==> config.mk <==
export PLATFORM = sky130hd
export DESIGN_NAME = ins_mem_loader_flat
export DESIGN_NICKNAME = d
export VERILOG_FILES = /design/src/rtl/ins_mem_loader_if.sv /design/src/rtl/ins_mem_loader.sv /design/src/flat_wrapper.sv
export SDC_FILE = /design/constraint.sdc
export NUM_CORES = 1
export LEC_CHECK = 0
export ABC_AREA = 1
export CAP_MARGIN = 5
export CORE_MARGIN = 10
export CORE_UTILIZATION = 45
export CTS_BUF_LIST = sky130_fd_sc_hd__clkbuf_8
export DETAILED_ROUTE_END_ITERATION = 7
export GPL_ROUTABILITY_DRIVEN = 0
export GPL_TIMING_DRIVEN = 0
export PLACE_DENSITY = 0.81
export SLEW_MARGIN = 20
export SYNTH_ARGS = -nofsm -noshare
export SYNTH_HDL_FRONTEND = slang
export SYNTH_SLANG_ARGS = --single-unit
==> constraint.sdc <==
create_clock -name CLK -period 2.25 [get_ports CLK]
set_input_delay 0.3375 -clock CLK [delete_from_list [all_inputs] [get_ports CLK]]
set_output_delay 0.3375 -clock CLK [all_outputs]
set_load 0.005 [all_outputs]
==> src/rtl/ins_mem_loader_if.sv <==
// Byte-stream receive channel and instruction-memory write port of the boot loader.
interface ins_mem_loader_if;
    logic        rx_valid;
    logic [7:0]  rx_data;
    logic        rx_ready;
    logic        imem_we;
    logic [31:0] imem_addr;
    logic [31:0] imem_wdata;

    modport slave (
        input  rx_valid, rx_data,
        output rx_ready, imem_we, imem_addr, imem_wdata
    );

    modport master (
        output rx_valid, rx_data,
        input  rx_ready, imem_we, imem_addr, imem_wdata
    );
endinterface

==> src/rtl/ins_mem_loader.sv <==
// Boot loader: 16-bit length + big-endian words into instruction memory, holds the CPU until done.
// Optional trailing XOR checksum byte enabled by defining LOADER_CHECKSUM_EN.
module ins_mem_loader #(
    parameter int ADDR_W = 8
) (
    input  logic               CLK,
    input  logic               Reset,
    input  logic               start,
    ins_mem_loader_if.slave    bus,
    output logic               cpu_hold,
    output logic               done,
    output logic               error,
    output logic [15:0]        words_loaded
);
    // state  | meaning
    // IDLE   | after reset, waiting for start
    // LEN_HI | expecting length MSB
    // LEN_LO | expecting length LSB, range check
    // DATA   | collecting the 4 bytes of a word
    // WRITE  | one-cycle memory write strobe
    // CSUM   | expecting XOR checksum byte (checksum build only)
    // DONE   | image loaded, CPU released
    // ERR    | load failed, CPU held
    typedef enum logic [2:0] {
        IDLE, LEN_HI, LEN_LO, DATA, WRITE,
`ifdef LOADER_CHECKSUM_EN
        CSUM,
`endif
        DONE, ERR
    } state_t;

`ifdef LOADER_CHECKSUM_EN
    localparam state_t FIN = CSUM;
`else
    localparam state_t FIN = DONE;
`endif
    localparam logic [16:0] MAX_WORDS = 17'(2 ** ADDR_W);

    state_t              state, state_next;
    logic                accept, launch, ready_next;
    logic [15:0]         len, len_new;
    logic [1:0]          byte_cnt;
    logic [23:0]         word;
    logic [ADDR_W-1:0]   idx;
`ifdef LOADER_CHECKSUM_EN
    logic [7:0]          csum;
`endif

    assign accept  = bus.rx_valid && bus.rx_ready;
    assign launch  = start && (state == IDLE || state == DONE || state == ERR);
    assign len_new = {len[7:0], bus.rx_data};

    always_comb begin
        state_next = state;
        case (state)
            IDLE, DONE, ERR: if (start) state_next = LEN_HI;
            LEN_HI:          if (accept) state_next = LEN_LO;
            LEN_LO: begin
                if (accept) begin
                    if (len_new == 16'd0)                   state_next = FIN;
                    else if ({1'b0, len_new} > MAX_WORDS)   state_next = ERR;
                    else                                    state_next = DATA;
                end
            end
            DATA:   if (accept && byte_cnt == 2'd3) state_next = WRITE;
            WRITE:  state_next = (words_loaded + 16'd1 == len) ? FIN : DATA;
`ifdef LOADER_CHECKSUM_EN
            CSUM:   if (accept) state_next = (bus.rx_data == csum) ? DONE : ERR;
`endif
            default: state_next = IDLE;
        endcase

        ready_next = (state_next == LEN_HI) || (state_next == LEN_LO) || (state_next == DATA);
`ifdef LOADER_CHECKSUM_EN
        if (state_next == CSUM) ready_next = 1'b1;
`endif
    end

    // Outputs are registered from the next state so they line up with the state they describe.
    always_ff @(posedge CLK or negedge Reset) begin
        if (!Reset) begin
            state          <= IDLE;
            bus.rx_ready   <= 1'b0;
            bus.imem_we    <= 1'b0;
            bus.imem_addr  <= 32'd0;
            bus.imem_wdata <= 32'd0;
            cpu_hold       <= 1'b1;
            done           <= 1'b0;
            error          <= 1'b0;
            words_loaded   <= 16'd0;
            len            <= 16'd0;
            byte_cnt       <= 2'd0;
            word           <= 24'd0;
            idx            <= '0;
`ifdef LOADER_CHECKSUM_EN
            csum           <= 8'd0;
`endif
        end else begin
            state        <= state_next;
            bus.rx_ready <= ready_next;
            bus.imem_we  <= (state_next == WRITE);
            cpu_hold     <= (state_next != DONE);
            done         <= (state_next == DONE);
            error        <= (state_next == ERR);

            if (state == DATA && state_next == WRITE) begin
                bus.imem_addr  <= {{(30-ADDR_W){1'b0}}, idx, 2'b00};
                bus.imem_wdata <= {word, bus.rx_data};
            end

            if (launch) begin
                words_loaded <= 16'd0;
                len          <= 16'd0;
                byte_cnt     <= 2'd0;
                idx          <= '0;
`ifdef LOADER_CHECKSUM_EN
                csum         <= 8'd0;
`endif
            end

            if (accept && (state == LEN_HI || state == LEN_LO))
                len <= len_new;

            if (accept && state == DATA) begin
                word     <= {word[15:0], bus.rx_data};
                byte_cnt <= byte_cnt + 2'd1;
`ifdef LOADER_CHECKSUM_EN
                csum     <= csum ^ bus.rx_data;
`endif
            end

            if (state == WRITE) begin
                idx          <= idx + ADDR_W'(1);
                words_loaded <= words_loaded + 16'd1;
            end
        end
    end
endmodule

==> src/flat_wrapper.sv <==
// flat-port wrapper written by rule: the top's interface ports become plain ports
module ins_mem_loader_flat 
#(
    parameter int ADDR_W = 8
)
  (CLK, Reset, start, cpu_hold, done, error, words_loaded, bus_rx_valid, bus_rx_data, bus_rx_ready, bus_imem_we, bus_imem_addr, bus_imem_wdata);
  ins_mem_loader_if bus_i ();
  input  logic CLK;
  input  logic Reset;
  input  logic start;
  output logic cpu_hold;
  output logic done;
  output logic error;
  output logic [15:0] words_loaded;
  input wire logic [$bits(bus_i.rx_valid)-1:0] bus_rx_valid;
  input wire logic [$bits(bus_i.rx_data)-1:0] bus_rx_data;
  output wire logic [$bits(bus_i.rx_ready)-1:0] bus_rx_ready;
  output wire logic [$bits(bus_i.imem_we)-1:0] bus_imem_we;
  output wire logic [$bits(bus_i.imem_addr)-1:0] bus_imem_addr;
  output wire logic [$bits(bus_i.imem_wdata)-1:0] bus_imem_wdata;
  assign bus_i.rx_valid = bus_rx_valid;
  assign bus_i.rx_data = bus_rx_data;
  assign bus_rx_ready = bus_i.rx_ready;
  assign bus_imem_we = bus_i.imem_we;
  assign bus_imem_addr = bus_i.imem_addr;
  assign bus_imem_wdata = bus_i.imem_wdata;
  ins_mem_loader #(.ADDR_W(ADDR_W)) u_core (.CLK(CLK), .Reset(Reset), .start(start), .bus(bus_i), .cpu_hold(cpu_hold), .done(done), .error(error), .words_loaded(words_loaded));
endmodule
; Word level (Yosys, flattened, before mapping)
; Cells that the tools add are included.
; Widths: inputs -> output; s select.
[word_totals]
regBits = 114
inputBits = 12
out_inout_bits = 85
word_cells = 64
[classes]
addsub = 3
n_lt_le_gt_ge = 1
n_eq_ne = 15
mux = 15
n_reduce_logical = 17
[op_table]
columns = op, count
row1 = $mux 16, 3
row2 = $mux 3, 7
row3 = $eq 3x3->1 const B, 6
row4 = $add 16x1->16 const B, 1
row5 = $eq 16x16->1, 1
row6 = $gt 16x9->1 const B, 1
row7 = $logic_not 16->1, 1
row8 = $mux 8, 2
row9 = $pmux 3 s5, 1
row10 = $eq 3x2->1 const B, 4
row11 = $add 8x1->8 const B, 1
row12 = $eq 3x1->1 const B, 2
row13 = $logic_and 1x1->1, 6
row14 = $reduce_bool 2->1, 3
row15 = $logic_or 1x1->1, 5
row16 = $mux 2, 2
row17 = $logic_not 3->1, 1
row18 = $ne 3x3->1 const B, 1
row19 = $reduce_or 3->1, 1
row20 = $add 2x1->2 const B, 1
row21 = $eq 2x2->1 const B, 1

; Longest topological paths before layout
[logic_depth]
depth_word = 8
depth_mapped = 16
mapped_depth_nobuf = 16

; Worst setup path after synthesis
; OpenSTA, ideal clock, no wires.
[synth_timing]
kind = flip-flop to flip-flop
from = reg u_core.words_loaded[0]
to = reg u_core.bus.rx_ready
setup_time_ps = 113
arrival_time_ps = 1678
required_time_ps = 2137
slack_ps = 459
path_stages_with_launch = 17
n_path_buf = 0
synth_period_minus_slack_ps = 1791
path_cell_list = dfrtp_1 > ha_1 > nand2_1 > nor2_4 > nand3_1 > nand2_1 > nand2_1 > nand2_1 > nand2_1 > nor2_1 > nand2_1 > nor2_1 > nand3_1 > nand2_2 > inv_2 > nand2_1 > inv_1
[synth_between]
elab_chain_cells = 7
word_cells_on_any_way = 9
classes_between = 1 x add/sub / 4 x eq/ne / 2 x mux / 2 x reduce/logical
[synth_rtl]
columns = element, line_no
row1 = from (decl), ins_mem_loader.sv:13  ; output logic [15:0] words_loaded
row2 = from (signal assigned), ins_mem_loader.sv:134  ; words_loaded <= words_loaded + 16'd1;
row3 = $add 16x1->16 (*), ins_mem_loader.sv:66  ; WRITE: state_next = (words_loaded + 16'd1 == len) ? FIN : DATA;
row4 = $eq 16x16->1 (*), ins_mem_loader.sv:66
row5 = $mux 3 (*), ins_mem_loader.sv:66
row6 = $pmux 3 s5 (*), ins_mem_loader.sv:55  ; case (state)
row7 = via u_core.state_next[2], ins_mem_loader.sv:39  ; state_t state, state_next;
row8 = $eq 3x1->1 or $eq 3x2->1 (tied branches), ins_mem_loader.sv:73  ; ready_next = (state_next == LEN_HI) || (state_next == LEN_LO) || (state_next == DATA);
row9 = $logic_or 1x1->1, ins_mem_loader.sv:73
row10 = $logic_or 1x1->1 (*), ins_mem_loader.sv:73
row11 = via u_core.ready_next, ins_mem_loader.sv:40  ; logic accept, launch, ready_next;
row12 = to (signal assigned), ins_mem_loader.sv:100  ; bus.rx_ready <= ready_next;
row13 = to (decl), ins_mem_loader_if.sv:12  ; output rx_ready, imem_we, imem_addr, imem_wdata
; The timed path passes the listed nets; every way through them passes the cells marked *.
; A chain may end at the register's enable or synchronous reset.

; Final worst setup path
[layout_timing]
from = reg u_core.words_loaded[1]
to = reg u_core.error
[layout_between]
elab_chain_cells = 5
[layout_rtl]
columns = element, line_no
row1 = $add 16x1->16, ins_mem_loader.sv:66
row2 = $eq 16x16->1, ins_mem_loader.sv:66
row3 = $mux 3, ins_mem_loader.sv:66
row4 = $pmux 3 s5, ins_mem_loader.sv:55
row5 = via u_core.state_next[2], ins_mem_loader.sv:39
row6 = $eq 3x3->1, ins_mem_loader.sv:104  ; error <= (state_next == ERR);
row7 = to (signal assigned), ins_mem_loader.sv:104
row8 = to (decl), ins_mem_loader.sv:12  ; output logic error,
; The timed path passes the listed nets, and every way through them passes these cells.

==> metrics.cfg <==
[global_routing]
gr-usage-all-layers = 0.172
grt_pass1_vias = 4641
overflow = 0
grt_antenna_before_repair = 0
grt_pass1_wl_um = 22800
grt_max_degree = 68

[power]
ir_drop_mv = 0.567
power_density_mw_per_mm2 = 986
total_power_mw = 6.84
leakagePower_nw = 3.25

[placement]
placement.io_buffers = 72
pre_cts_ws_ns = 0.0339
dp.cells = 911
hpwlAfterDp_um = 10500
dpl_cell_area_sq_mm = 0.00645

[route]
routedWlPerCell_um = 14.9
routed_wl_um = 14100
num_vias = 4797
postRouteAntennaNets = 0
firstDrtPassIters = 5
drc = 0
viasPerCell = 5.07
dr.first_iter.drc_count = 386

[die]
core_area_sq_mm = 0.0119
chipHeight_um = 130
die_w_um = 130
dieArea_sq_mm = 0.0169
num_rows = 40
start_util = 0.456
pin_count = 97

[yosys]
synth-edff-count = 0
synth_area_leaders = dfrtp_1, nand2_1, o21ai_0, inv_1, nand3_1
synth_common_cells = nand2_1, dfrtp_1, inv_1
netlist_instances = 668
avgSynthCellArea_sq_um = 8.13
ys.warnings.count = 0
yosysSeqAreaShare = 0.525
synth_async_sr_flop_share = 1.00
synth_cell_types = 31
synth-seq-cells = 114
synth_flop_cell = dfrtp_1
synth_top_cell_by_area = dfrtp_1
yosysMostFrequentCell = nand2_1
synth_top_area_share = 0.521
netlist_area_sq_mm = 0.00543

[setup_path]
cpMaxStageDelayCell = dfrtp_1
r2r_cells = 14
timing.rr.end = u_core.error
crit_arrival_ns = 2.55
rr_startpoint = u_core.words_loaded[1]
path_class = flop to flop
end_kind = flop
critical-path-max-stage-delay_ns = 0.43
critPathLaunchType = flop
cp_max_fo = 8
rrSetupSlack_ns = 0.05
path_cells = ha_2, nand2_1, nor2_4, nand4_1, buf_4, nand3_1, nand2_1, nor2_1, nand2_1, nor2_1, nand3_1, nand2_2, inv_2, nor2_1
crit_start = u_core.words_loaded[1]
critPathRequiredTime_ns = 2.61

[timing]
setup_slack_ns = 0.0546
max_slew_margin = 0.574
worstMarginPinSlew_ns = 0.639
skew_ns = 0.00932
tns_ns = 0
rsz0062_at_grt = yes
setup_viol = 0
slew_violations = 0
fin_crit_ns = 2.20
max_freq_mhz = 456
hold_viol = 0
finalCritPeriodShare = 0.976
fin_hold_ws_ns = 0.465

[finish]
register_area_sq_mm = 0.00286
fin_cells = 947
area_delta_synth_final_pct = 27.6
nets = 802
fillers = 1016
antenna_cells = 0
utilization = 0.582
design_area_sq_mm = 0.00693
multiInputGateArea_sq_mm = 0.00206
drive_gt1_frac = 0.105

[clock_tree]
cts_root_buf = clkbuf_8
htree_levels = 4
insertion_delay_ns = 0.44
cts_num_sinks = 114
path_clk_slew_ns = 0.07
cts_tree = yes
numCtsBuffers = 17
ctsLongestPathBuffers = 2

[outcome]
status = completed

[run]
cap_violations = 0

[hold_path]
hp-class = input port to asynchronous set/reset pin

## power breakdown
group          internal [mW]  leakage [nW]  switching (mW)
combinational          0.772          1.51            1.21
clock                   1.19         0.217           0.863
sequential              2.52          1.53           0.280
## final cells by class
cell class                      instances  share of cell area
Timing Repair Buffer                   77               0.113
Buffer                                 43              0.0365
Clock buffer                           20              0.0397
Inverter                               99              0.0536
Tap cell                              147              0.0265
Clock inverter                         12              0.0222
Sequential cell                       114               0.412
Multi-Input combinational cell        435               0.297
## cell usage in the layout, fill, tap and decap left out, types with 23 or more instances in the layout
| master | instances |
|---|---|
| nand3_1 | 56 |
| clkdlybuf4s50_1 | 71 |
| o21ai_0 | 83 |
| nand2_1 | 164 |
| nor2_1 | 33 |
| o22ai_1 | 23 |
| buf_4 | 27 |
| conb_1 | 24 |
| dfrtp_1 | 112 |
| inv_1 | 98 |
## layer usage
layer	vias up	GRT usage	routed length (um)
li1	2350	-	-
met4	0	0.0800	398
met5	-	0	0
met1	2233	0.214	5880
met3	36	0.0471	1070
met2	178	0.273	6790
## worst max-delay path, delay by kind of cell (launching register included)
family	cells	cell delay, ns
simple gates	11	1.22
flops	1	0.43
fa+ha+maj	1	0.23
buf+inv	2	0.23
## cell families (layout without fill, tap and decap cells)
family | Yosys count | after routing | synth area share
AO/OA/AOI/OAI | 121 | 121 | 0.122
flip-flops | 114 | 114 | 0.525
adder cells (fa/ha/maj) | 3 | 3 | 0.00691
other | 1 | 24 | 0.000690
AND/OR/NAND/NOR | 284 | 284 | 0.223
buffers and inverters | 142 | 251 | 0.115
XOR/XNOR | 3 | 3 | 0.00760
## worst max path at each step
stage	to	slack, ns	cells past startpoint
floorplan	u_core.bus.rx_ready	0.46	16
global placement	u_core.words_loaded[11]	-3.49	1
detailed placement	u_core.bus.imem_wdata[12]	0.03	7
CTS	u_core.error	0.05	14
global route	u_core.bus.rx_ready	-0.1	15
finish	u_core.error	0.05	14
## what timing repair did
| item | in CTS | in global routing |
|---|---|---|
| setup endpoints to repair | 0 | 13 |
| hold endpoints to repair | 65 | 0 |
| buffers inserted | 0 | 3 |
| resized for setup | 0 | 11 |
| hold buffers | 1 | 0 |
## sequential cells by signal, indices dropped and copies added (netlist names)
register               count
u_core.done                1
u_core.bus.rx_ready        1
u_core.bus.imem_we         1
u_core.byte_cnt            2
u_core.state               3
u_core.words_loaded       16
u_core.error               1
u_core.word               24
u_core.len                16
u_core.idx                 8
u_core.bus.imem_wdata     32
u_core.cpu_hold            1
u_core.bus.imem_addr       8
No activity file was read; power rests on OpenSTA's default activity.
==> RTL change 1, RTL diff (config.mk and constraints unchanged) <==
Re-encode `state_t` (7 states) as one-hot, 7 bits wide.
--- a/src/rtl/ins_mem_loader.sv
+++ b/src/rtl/ins_mem_loader.sv
@@ -21,12 +21,12 @@
     // CSUM   | expecting XOR checksum byte (checksum build only)
     // DONE   | image loaded, CPU released
     // ERR    | load failed, CPU held
-    typedef enum logic [2:0] {
-        IDLE, LEN_HI, LEN_LO, DATA, WRITE,
+    typedef enum logic [6:0] {
+        IDLE = 7'b0000001, LEN_HI = 7'b0000010, LEN_LO = 7'b0000100, DATA = 7'b0001000, WRITE = 7'b0010000,
 `ifdef LOADER_CHECKSUM_EN
         CSUM,
 `endif
-        DONE, ERR
+        DONE = 7'b0100000, ERR = 7'b1000000
     } state_t;
 
 `ifdef LOADER_CHECKSUM_EN
Check against the original RTL: no difference found for any inputs over 10 cycles, from zero or initial values and one cycle with Reset low; not proved beyond that.
==> RTL change 1 against the unedited design <==
  * Sequential cell count grew 4
  * Synthesized cell count shrank 2.1%
  * Critical path depth shrank 2
  * Sequential share of layout area grew 0.81 points
  * Cell area grew 1.6%
  * Non-clock buffer count shrank 4
  * Worst setup slack gained 0.035 ns
  * Critical endpoint is now u_core.bus.rx_ready
  * Synthesized area grew 2.7%
  * Clock skew grew 0.0032 ns
  * Wire length grew 0.94%
Power is not compared: it rests on default switching activity, and its combinational part moved more than twofold at a synthesized area within 25%.
==> RTL change 1: results (changes against the unedited design) <==
routing:
  antenna_left: 0  # unchanged
  wl_met2_um: 7030  # +3.5%
  drt_iter0_markers: 429  # +11%
  drt-met1-wl_um: 5990  # +1.8%
  wl_met3_um: 971  # -9.5%
  wl_per_cell_um: 15.0  # +0.52%
  routed.top_layer: "met4"
  viasPerCell: 5.01  # -1.0%
min_path:
  hold_class: "in2async"
synth:
  ys_top_cells_by_count: "nand2_1 (161), dfrtp_1 (116), inv_1 (78), nand3_1 (49), o21ai_1 (49)"
  synth_compound_area_share_pct: 11.9  # -0.23 points
  yosysWarningCount: 0  # unchanged
  syn_inst: 654  # -2.1%
  yosysSeqAreaShare_pct: 53.0  # +0.41 points
  ys.flop_type: "dfrtp_1"
  synth-edff-count: 0  # unchanged
  synthMuxAreaShare_pct: 0  # unchanged
  yosysUniqueCellTypes: 36  # +16%
  synth-xor-area-share_pct: 0.785  # +0.025 points
  ys_async_sr_fraction_pct: 100  # unchanged
  synthAdderAreaFrac_pct: 0.673  # -0.018 points
  yosys-top-cells-area: "dfrtp_1 (52%), nand2_1 (11%), inv_1 (5.2%)"
layout:
  largest_reg_flops: 32  # unchanged
  fin_cells: 951  # +0.42%
  nFillCells: 1036  # +2.0%
  largest_registers: "u_core.bus.imem_wdata x32, u_core.word x24"
  fin_nets: 785  # -2.1%
  drive_gt1_share_pct: 14.7  # +4.2 points
  insertedDiodeCount: 0  # unchanged
place:
  dp_slack_ns: 0.164  # +0.130 ns
  hpwlAfterDp_um: 10500  # +0.39%
  dp_cells: 918  # +0.77%
  io_buffers: 72  # unchanged
  placed_area_um2: 6630  # +2.7%
critical_path:
  slowest_stage: "dfrtp_1"
  cp_top_family: "simple AND/OR/NAND/NOR gates"
  critPathArrivalTime_ns: 2.47  # -0.08 ns
  slowest_delay_ns: 0.49  # +0.06 ns
clock_network:
  clk_latency_ns: 0.45
  post_cts_buffers: 0  # unchanged
  clk_pin_slew_ns: 0.08
  cts-root-buf: "clkbuf_8"
  ctsHoldBuffers: 1  # unchanged
  h-tree-depth: 4  # unchanged
  numCtsBuffers: 17  # unchanged
  max-clock-path-buffers: 2  # unchanged
global_routing:
  use_met1_pct: 20.5  # -0.97 points
  grt_util_all_layers_pct: 16.9  # -0.34 points
  grtUsageMet3_pct: 4.69  # -0.018 points
  grt_pass1_vias: 4838  # +4.2%
  grt_pass1_wl_um: 24100  # +5.5%
  antenna_found_initial: 0  # unchanged
  grt_max_degree: 69  # +1.5%
  gr-usage-met2_pct: 27.6  # +0.27 points
timing:
  tightestPinTransition_ns: 0.665  # +0.0263 ns
  finClkSkew_ns: 0.0126  # +0.00324 ns
run_status:
  status: "complete, no violations"
power_and_ir_drop:
  leakage_nw: 3.33
  netSwitchingFraction_pct: 30.2
  vdd_drop_max_mv: 0.327
[RTL change 1: cell count changes after synthesis, moves of 11 or more]
| cell | unedited run | this run |
|---|---|---|
| clkbuf_1 | 18 | 2 |
| inv_2 | 2 | 13 |
| o21ai_1 | 2 | 49 |
| buf_2 | 1 | 13 |
| o21ai_0 | 84 | 34 |
| nor2_1 | 37 | 26 |
| inv_1 | 97 | 78 |
[RTL change 1: worst paths after layout]
| path | from | to | slack, ns | cells after the start |
|---|---|---|---|---|
| worst max register to register | u_core.words_loaded[0] | u_core.bus.rx_ready | 0.09 | 12 |
| worst min register to register | u_core.idx[7] | u_core.idx[7] | 0.49 | 1 |
| worst min-delay path | Reset | u_core.bus.imem_wdata[12] | 0.43 | 2 |
| min in group CLK | u_core.idx[7] | u_core.idx[7] | 0.49 | 1 |
| max in group asynchronous | Reset | u_core.cpu_hold | 1.08 | 3 |
| worst max-delay path | u_core.words_loaded[0] | u_core.bus.rx_ready | 0.09 | 12 |
[RTL change 1: cell families after synthesis]
kind of cell	after synthesis
flip-flops	118
XOR/XNOR	5
adder cells (fa/ha/maj)	3
buffers and inverters	134
other	1
AO/OA/AOI/OAI	120
AND/OR/NAND/NOR	273
[RTL change 1: power by group through the flow]
stage               clock, mW  combinational (mW)  sequential (mW)
CTS                      1.94               0.860             2.42
global placement            0               0.832             2.45
floorplan                   0               0.590             2.43
detailed placement          0               0.850             2.45
global route             2.03               0.987             2.44
finish                   1.92               0.873             2.42
[RTL change 1: final cells by class]
type                            instances  area, um2  area share [%]
Buffer                                 42        275            3.91
Tap cell                              168        210            2.99
Timing Repair Buffer                   74        759            10.8
Clock buffer                           18        248            3.52
Clock inverter                         14        154            2.19
Sequential cell                       118       2960            42.0
Inverter                               92        345            4.91
Multi-Input combinational cell        425       2090            29.7
==> RTL change 2, RTL diff (same flow settings) <==
Without the edit above. `ADDR_W` is set to 8 in 2 places; all go to 7.
--- a/src/rtl/ins_mem_loader.sv
+++ b/src/rtl/ins_mem_loader.sv
@@ -1,7 +1,7 @@
 // Boot loader: 16-bit length + big-endian words into instruction memory, holds the CPU until done.
 // Optional trailing XOR checksum byte enabled by defining LOADER_CHECKSUM_EN.
 module ins_mem_loader #(
-    parameter int ADDR_W = 8
+    parameter int ADDR_W = 7
 ) (
     input  logic               CLK,
     input  logic               Reset,
--- a/src/flat_wrapper.sv
+++ b/src/flat_wrapper.sv
@@ -1,7 +1,7 @@
 // flat-port wrapper written by rule: the top's interface ports become plain ports
 module ins_mem_loader_flat 
 #(
-    parameter int ADDR_W = 8
+    parameter int ADDR_W = 7
 )
   (CLK, Reset, start, cpu_hold, done, error, words_loaded, bus_rx_valid, bus_rx_data, bus_rx_ready, bus_imem_we, bus_imem_addr, bus_imem_wdata);
   ins_mem_loader_if bus_i ();
Behaviour: not the same (Yosys sat finds a counterexample within 4 cycles, from zero or initial values and one cycle with Reset low).
==> RTL change 2 against the unedited design <==
  * Sequential cell count is 2 lower
  * Count of clock-buffer cells in the layout fell by 11
  * Synthesized cell count down 4.0%
  * Critical path depth unchanged
  * Wire length down 3.3%
  * Synthesized area decreased by 1.5%
  * Cell area is 5.0% lower
  * Worst setup slack better by 0.083 ns
  * Total power is 22% lower
  * First-iteration DRC count grew 25%
  * Largest cell class unchanged
==> RTL change 2: results (changes against the unedited design) <==
run_status:
  status: "complete, no violations"
timing:
  finalSetupViolations: 0  # unchanged
  whs_ns: 0.483  # +0.0179 ns
  finClkSkew_ns: 0.0181  # +0.00878 ns
  tightestPinTransition_ns: 0.652  # +0.0130 ns
routing:
  finalWirelength_um: 13700  # -3.3%
  wl_met3_um: 842  # -22%
  vias: 4637  # -3.3%
  wl_met2_um: 6400  # -5.8%
  drt_iter0_markers: 484  # +25%
  drt-met1-wl_um: 6040  # +2.6%
  drt_pre_antenna_iters: 5  # unchanged
  wl_per_cell_um: 15.2  # +1.9%
layout:
  drive_gt1_share_pct: 10.7  # +0.21 points
  largest_registers: "u_core.bus.imem_wdata x32, u_core.word x24"
  fin_nets: 766  # -4.5%
min_path:
  hold_class: "reg2reg"
  hp-start: "u_core.bus.imem_wdata[24]"
critical_path:
  slowest_delay_ns: 0.44
  critPathArrivalTime_ns: 2.40  # -0.15 ns
  regToRegEndpoint: "u_core.bus.rx_ready"
  worstReg2RegStart: "u_core.words_loaded[1]"
  slowest_stage: "dfrtp_2"
  r2r_setup_slack_ns: 0.14  # +0.08 ns
  cp_max_fo: 5  # -3
clock_network:
  numCtsBuffers: 9  # -8
  clk_latency_ns: 0.40  # -0.04 ns
  ctsHoldBuffers: 1  # unchanged
  clk_pin_slew_ns: 0.12  # +0.05 ns
  h-tree-depth: 3  # -1
power_and_ir_drop:
  leakage_nw: 3.09  # -4.9%
  vdd_drop_max_mv: 0.384  # -32%
global_routing:
  grt_util_all_layers_pct: 16.7  # -0.53 points
  grt_pass1_vias: 4372  # -5.8%
  grt_max_degree: 70  # +2.9%
  grt_pass1_wl_um: 22200  # -2.7%
  use_met1_pct: 22.1  # +0.64 points
  gr-usage-met2_pct: 25.9  # -1.4 points
  grtUsageMet3_pct: 3.67  # -1.0 points
synth:
  yosysUniqueCellTypes: 30  # -3.2%
  ys_top_cells_by_count: "nand2_1 (170), dfrtp_1 (111), inv_1 (81), o21ai_0 (73), nand3_1 (49)"
  avgSynthCellArea_um2: 8.35  # +2.7%
  ys_async_sr_fraction_pct: 100  # unchanged
  yosys-top-cells-area: "dfrtp_1 (52%), nand2_1 (12%), o21ai_0 (6.8%)"
  synth.most_common_cell: "nand2_1"
  yosysSeqAreaShare_pct: 52.4  # -0.16 points
  synth-xor-area-share_pct: 1.40  # +0.64 points
  synth_compound_area_share_pct: 10.7  # -1.4 points
  synthAdderAreaFrac_pct: 0.701  # +0.010 points
place:
  io_buffers: 71  # -1.4%
  hpwlAfterDp_um: 10200  # -2.6%
  dp_cells: 880  # -3.4%
  dp_slack_ns: -0.370  # -0.404 ns
  placed_area_um2: 6350  # -1.5%
[RTL change 2: worst max-delay path by stage]
stage               cells past startpoint                      to  slack, ns                    from
floorplan                              14     u_core.bus.rx_ready       0.46  u_core.words_loaded[0]
global placement                        1  u_core.words_loaded[0]      -3.47                   Reset
detailed placement                      7          u_core.len[13]      -0.37            bus_rx_valid
CTS                                     6          u_core.len[10]      0.005     u_core.bus.rx_ready
global route                           14     u_core.bus.rx_ready      -0.03  u_core.words_loaded[1]
finish                                 14     u_core.bus.rx_ready       0.14  u_core.words_loaded[1]
[RTL change 2: layout make-up]
cell class / instances / area (um2)
buffer: 44 / 262
clock buffer: 9 / 124
clock inverter: 7 / 65.1
fill: 1008 / 4930
inverter: 83 / 312
multi-input combinational: 426 / 2080
sequential: 112 / 2810
tap: 143 / 179
timing repair buffer: 75 / 757
[RTL change 2: power breakdown]
group / internal (mW) / switching, mW
sequential: 2.35 / 0.206
combinational: 0.573 / 1.02
clock: 0.426 / 0.739
